[src/rtl/mem_arbiter.sv]
// mem_arbiter: round-robin share of one memory channel, one transaction in flight at a time.
// Optional watchdog with sticky timeout_err when MEM_ARB_WATCHDOG_EN is defined.
module mem_arbiter #(
    parameter int NUM_CONSUMERS = 4,
    parameter int ADDR_BITS = 8,
    parameter int DATA_BITS = 8
`ifdef MEM_ARB_WATCHDOG_EN
    ,
    parameter int TIMEOUT_CYCLES = 255
`endif
) (
    input  logic                                    clk,
    input  logic                                    reset,
    input  logic [NUM_CONSUMERS-1:0]                consumer_read_valid,
    input  logic [NUM_CONSUMERS-1:0][ADDR_BITS-1:0] consumer_read_address,
    output logic [NUM_CONSUMERS-1:0]                consumer_read_ready,
    output logic [NUM_CONSUMERS-1:0][DATA_BITS-1:0] consumer_read_data,
    input  logic [NUM_CONSUMERS-1:0]                consumer_write_valid,
    input  logic [NUM_CONSUMERS-1:0][ADDR_BITS-1:0] consumer_write_address,
    input  logic [NUM_CONSUMERS-1:0][DATA_BITS-1:0] consumer_write_data,
    output logic [NUM_CONSUMERS-1:0]                consumer_write_ready,
    output logic                                    mem_read_valid,
    output logic [ADDR_BITS-1:0]                    mem_read_address,
    input  logic                                    mem_read_ready,
    input  logic [DATA_BITS-1:0]                    mem_read_data,
    output logic                                    mem_write_valid,
    output logic [ADDR_BITS-1:0]                    mem_write_address,
    output logic [DATA_BITS-1:0]                    mem_write_data,
    input  logic                                    mem_write_ready
`ifdef MEM_ARB_WATCHDOG_EN
    ,
    output logic                                    timeout_err
`endif
);
    localparam int PTR_W = $clog2(NUM_CONSUMERS);
    localparam logic [1:0] IDLE = 2'd0, READ_WAIT = 2'd1, WRITE_WAIT = 2'd2, RELAY = 2'd3;

    logic [1:0] state;
    logic [PTR_W-1:0] rr_ptr, owner, grant_idx;
    logic grant_found, is_write, relay_done, wd_fire;
    logic [NUM_CONSUMERS-1:0] req;

    function automatic logic [PTR_W-1:0] wrap(input int v);
        return PTR_W'(v % NUM_CONSUMERS);
    endfunction

    assign req = consumer_read_valid | consumer_write_valid;
    assign relay_done = is_write ? !consumer_write_valid[owner] : !consumer_read_valid[owner];

    // First requester at or after rr_ptr wins.
    always_comb begin
        grant_found = 1'b0;
        grant_idx = '0;
        for (int k = 0; k < NUM_CONSUMERS; k++)
            if (!grant_found && req[wrap(int'(rr_ptr) + k)]) begin
                grant_found = 1'b1;
                grant_idx = wrap(int'(rr_ptr) + k);
            end
    end

`ifdef MEM_ARB_WATCHDOG_EN
    localparam int WD_W = ($clog2(TIMEOUT_CYCLES + 1) > 8) ? $clog2(TIMEOUT_CYCLES + 1) : 8;
    logic [WD_W-1:0] wd_cnt;

    // A genuine memory response on the final cycle takes precedence over the timeout.
    assign wd_fire = wd_cnt == WD_W'(TIMEOUT_CYCLES - 1) &&
                     ((state == READ_WAIT && !mem_read_ready) || (state == WRITE_WAIT && !mem_write_ready));

    always_ff @(posedge clk or posedge reset) begin
        if (reset) begin
            wd_cnt <= '0;
            timeout_err <= 1'b0;
        end else begin
            wd_cnt <= (state == READ_WAIT || state == WRITE_WAIT) ? wd_cnt + 1'b1 : '0;
            if (wd_fire)
                timeout_err <= 1'b1;
        end
    end
`else
    assign wd_fire = 1'b0;
`endif

    always_ff @(posedge clk or posedge reset) begin
        if (reset) begin
            state <= IDLE;
            rr_ptr <= '0;
            owner <= '0;
            is_write <= 1'b0;
            mem_read_valid <= 1'b0;
            mem_read_address <= '0;
            mem_write_valid <= 1'b0;
            mem_write_address <= '0;
            mem_write_data <= '0;
            consumer_read_ready <= '0;
            consumer_write_ready <= '0;
            consumer_read_data <= '0;
        end else begin
            case (state)
                IDLE: if (grant_found) begin
                    owner <= grant_idx;
                    rr_ptr <= wrap(int'(grant_idx) + 1);
                    is_write <= !consumer_read_valid[grant_idx];
                    if (consumer_read_valid[grant_idx]) begin
                        mem_read_valid <= 1'b1;
                        mem_read_address <= consumer_read_address[grant_idx];
                        state <= READ_WAIT;
                    end else begin
                        mem_write_valid <= 1'b1;
                        mem_write_address <= consumer_write_address[grant_idx];
                        mem_write_data <= consumer_write_data[grant_idx];
                        state <= WRITE_WAIT;
                    end
                end
                READ_WAIT: if (mem_read_ready || wd_fire) begin
                    mem_read_valid <= 1'b0;
                    consumer_read_data[owner] <= wd_fire ? '0 : mem_read_data;
                    consumer_read_ready[owner] <= 1'b1;
                    state <= RELAY;
                end
                WRITE_WAIT: if (mem_write_ready || wd_fire) begin
                    mem_write_valid <= 1'b0;
                    consumer_write_ready[owner] <= 1'b1;
                    state <= RELAY;
                end
                default: if (relay_done) begin
                    consumer_read_ready <= '0;
                    consumer_write_ready <= '0;
                    state <= IDLE;
                end
            endcase
        end
    end
endmodule

[config.mk]
export PLATFORM = sky130hd
export DESIGN_NAME = mem_arbiter
export DESIGN_NICKNAME = d
export VERILOG_FILES = /design/src/rtl/mem_arbiter.sv
export SDC_FILE = /design/constraint.sdc
export NUM_CORES = 1
export LEC_CHECK = 0
export CORE_MARGIN = 2
export CORE_UTILIZATION = 42
export DETAILED_ROUTE_END_ITERATION = 12
export HOLD_SLACK_MARGIN = 0.1
export MAX_ROUTING_LAYER = met4
export PLACE_DENSITY = 0.81
export SYNTH_ARGS = -nofsm -noshare
export SYNTH_HDL_FRONTEND = slang
export SYNTH_SLANG_ARGS = --single-unit
[constraint.sdc]
create_clock -name clk -period 2.7 [get_ports clk]
set_clock_uncertainty 0.2 [all_clocks]
set_input_delay 0.405 -clock clk [delete_from_list [all_inputs] [get_ports clk]]
set_output_delay 0.405 -clock clk [all_outputs]
set_load 0.01 [all_outputs]
==> flow_summary.json <==
{
  "synthesis.area_mm2": 0.004033,
  "grt_pass1_wl_um": 17460,
  "synth_fp_nets": 438,
  "use_met1": 0.2560,
  "numCtsBuffers": 9,
  "vias_per_cell": 5.116,
  "dieArea_mm2": 0.01040,
  "grt_max_degree": 41,
  "crit_arrival_ns": 2.68,
  "synth-seq-cells": 73,
  "cpPeakStageDelay_ns": 0.51,
  "finalCriticalPeriod_ns": 2.654,
  "netlist_top_cells_area": "dfrtp_1 45%, mux2i_1 19%, mux2_2 13%",
  "grt_pass1_vias": 3606,
  "busiest_layer": "met2",
  "tightestPinTransition_ns": 0.5061,
  "grt_use_met3": 0.07729,
  "wl_per_cell_um": 17.23,
  "critPathRequiredTime_ns": 2.73,
  "clk_pin_slew_worst_paths_ns": 0.08,
  "nets": 649,
  "fin_area_mm2": 0.006416,
  "area_delta_synth_final_pct": 59.11,
  "vias": 3392,
  "ys_seq_area_frac": 0.4530,
  "htreeDepth": 3,
  "p_per_area_mw_per_mm2": 1062,
  "drt-pass1-iter-count": 4,
  "slew_headroom": 0.6616,
  "crit_type": "input port to flip-flop",
  "avgSynthCellArea_um2": 12.68,
  "design.core.area_mm2": 0.009284,
  "num_rows": 35,
  "gr-usage-met2": 0.3836,
  "clock-root-buffer": "clkbuf_8",
  "cp_cell_sequence": "clkdlybuf4s50_1, nor2_4, a211oi_1, or3_4, a221o_1, a21oi_4, buf_12, mux2_2",
  "worstSkewPairLatency_ns": 0.34,
  "period_share": 0.9828,
  "finalSetupTns_ns": 0,
  "setup_viol": 0,
  "drive_above_1_share": 0.2341,
  "cts_tree": "yes",
  "cap_violations": 0,
  "max_freq_ghz": 0.3768,
  "drc": 0,
  "start_util": 0.4344,
  "drt_iter0_drc": 78,
  "dp_cells": 646,
  "grt.total_usage": 0.2256,
  "diodes": 0,
  "chipWidth_um": 102.0,
  "cp_slowest_cell": "clkdlybuf4s50_1",
  "clock_tree.buffer_depth": 2,
  "syn_inst": 318,
  "leakagePower_nw": 2.797,
  "instances_no_fill": 663,
  "synthArstFlopShare": 1.000,
  "yosys.area.top_type": "dfrtp_1",
  "report.final.slew_viol_count": 0,
  "synth_cell_types": 50,
  "max-vdd-ir-drop_v": 0.0007121,
  "io_pins": 182,
  "rrSetupSlack_ns": 0.18,
  "cp_max_fo": 16,
  "placed_cell_area_mm2": 0.006183,
  "wl_um": 11420,
  "grt_overflow": 0,
  "startpoint_type": "input port",
  "dp_hpwl_um": 8830,
  "yosys_most_used_dff": "dfrtp_1",
  "place.port_buffers": 181,
  "die_y_um": 102.0,
  "yosys_warnings": 0,
  "finalHoldViolations": 0,
  "synth_edf_count": 0,
  "clock-sinks": 73,
  "preCtsSetupSlack_ns": -0.3362,
  "antenna_left": 0,
  "finalWorstSetupSlack_ns": 0.04631,
  "worstHoldPathType": "input port to async pin",
  "worst_setup_path_end_kind": "flip-flop",
  "yosys.area.top_type_share": 0.4530,
  "place_congestion": 0.8932,
  "status": "complete, no violations",
  "antenna_found_initial": 0
}
[critical path, delay by kind of cell]
family / cells / cell delay (ns)
AOI/OAI and AO/OA: 3 / 0.63
muxes: 1 / 0.35
buffers and inverters: 2 / 0.69
and+or+nand+nor: 2 / 0.60
[routing by layer]
metal	part of all wire	wire, um
met4	0.0070	80
met3	0.099	1133
met2	0.49	5562
met1	0.41	4647
met5	0	0
[path summary, 6_finish.rpt]
kind	start	endpoint	depth (start not counted)
worst max-delay path	consumer_read_valid[2]	mem_write_address[6]	8
worst min-delay path	reset	mem_read_address[5]	2
worst max register to register	rr_ptr[1]	mem_write_address[6]	7
worst min register to register	consumer_write_ready[1]	consumer_write_ready[1]	2
max in group asynchronous	reset	mem_write_address[7]	3
min in group clk	consumer_write_ready[1]	consumer_write_ready[1]	2
[layout make-up]
cell class	instances	area (um^2)
multi-input combinational	223	2100
fill	754	2868
timing repair buffer	215	2107
tap	129	161.4
inverter	7	26.28
clock buffer	10	127.6
clock inverter	6	67.56
sequential	73	1827
[synth_stat cells (2+ instances only)]
master,instances
a211oi_1,3
dfrtp_1,73
ha_1,4
o21a_1,2
nand3_1,4
mux2_4,10
o21bai_1,3
nand2_1,6
nor3_1,4
buf_6,3
clkbuf_1,3
nor2_1,12
a21oi_1,12
a21boi_0,2
mux2i_1,76
buf_2,6
nor2b_1,4
inv_1,7
nor4_1,2
o21ai_0,4
a31oi_1,2
mux2_2,48
[placed cells by master (no fill, tap or decap), types with 4 or more instances in the layout]
cell type,Yosys,layout
nor2b_1,4,4
nand2_1,6,6
clkbuf_8,0,9
mux2i_1,76,76
a21oi_1,12,12
mux2_2,48,48
o21ai_0,4,4
nor2_1,12,11
dfrtp_1,73,73
nand3_1,4,4
mux2_4,10,10
buf_4,0,31
clkdlybuf4s50_1,0,180
ha_1,4,4
inv_1,7,6
[cells by family (layout without fill, tap and decap cells)]
kind of cell / count (synthesis) / count (layout) / share of synthesized area
compound gates: 39 / 39 / 0.06764
simple gates: 43 / 43 / 0.05802
flops: 73 / 73 / 0.4530
buf+inv: 22 / 238 / 0.03475
fa+ha+maj: 4 / 4 / 0.01241
xor+xnor: 1 / 1 / 0.002172
mux: 136 / 136 / 0.3720
[through the flow]
step           hold WS (ns)    util  power (mW)
2_1_floorplan        0.3131       -       4.216
3_3_place_gp         0.2818  0.6660       5.861
3_5_place_dp         0.2887  0.6660       5.973
4_1_cts              0.1590  0.6871       6.858
5_1_grt              0.1723  0.6911       7.234
6_report             0.1561  0.6911       6.814
[registers in the layout, indices dropped and copies added, names as in the netlist]
name	flops
consumer_read_data	32
consumer_read_ready	4
consumer_write_ready	4
is_write	1
mem_read_address	8
mem_read_valid	1
mem_write_address	8
mem_write_data	8
mem_write_valid	1
owner	2
rr_ptr	2
state	2
[power breakdown]
group,internal [mW],switching (mW)
Clock,0.430,0.412
Sequential,1.63,0.346
Combinational,2.33,1.67
Total,4.38,2.43
[timing repair]
item                                   CTS  global route
buffers inserted                         0             1
hold buffers                             0             0
setup endpoints to repair                0            14
gates resized for setup                  0             7
endpoints found under the hold margin    0             0
(Power assumes the default switching activity.)
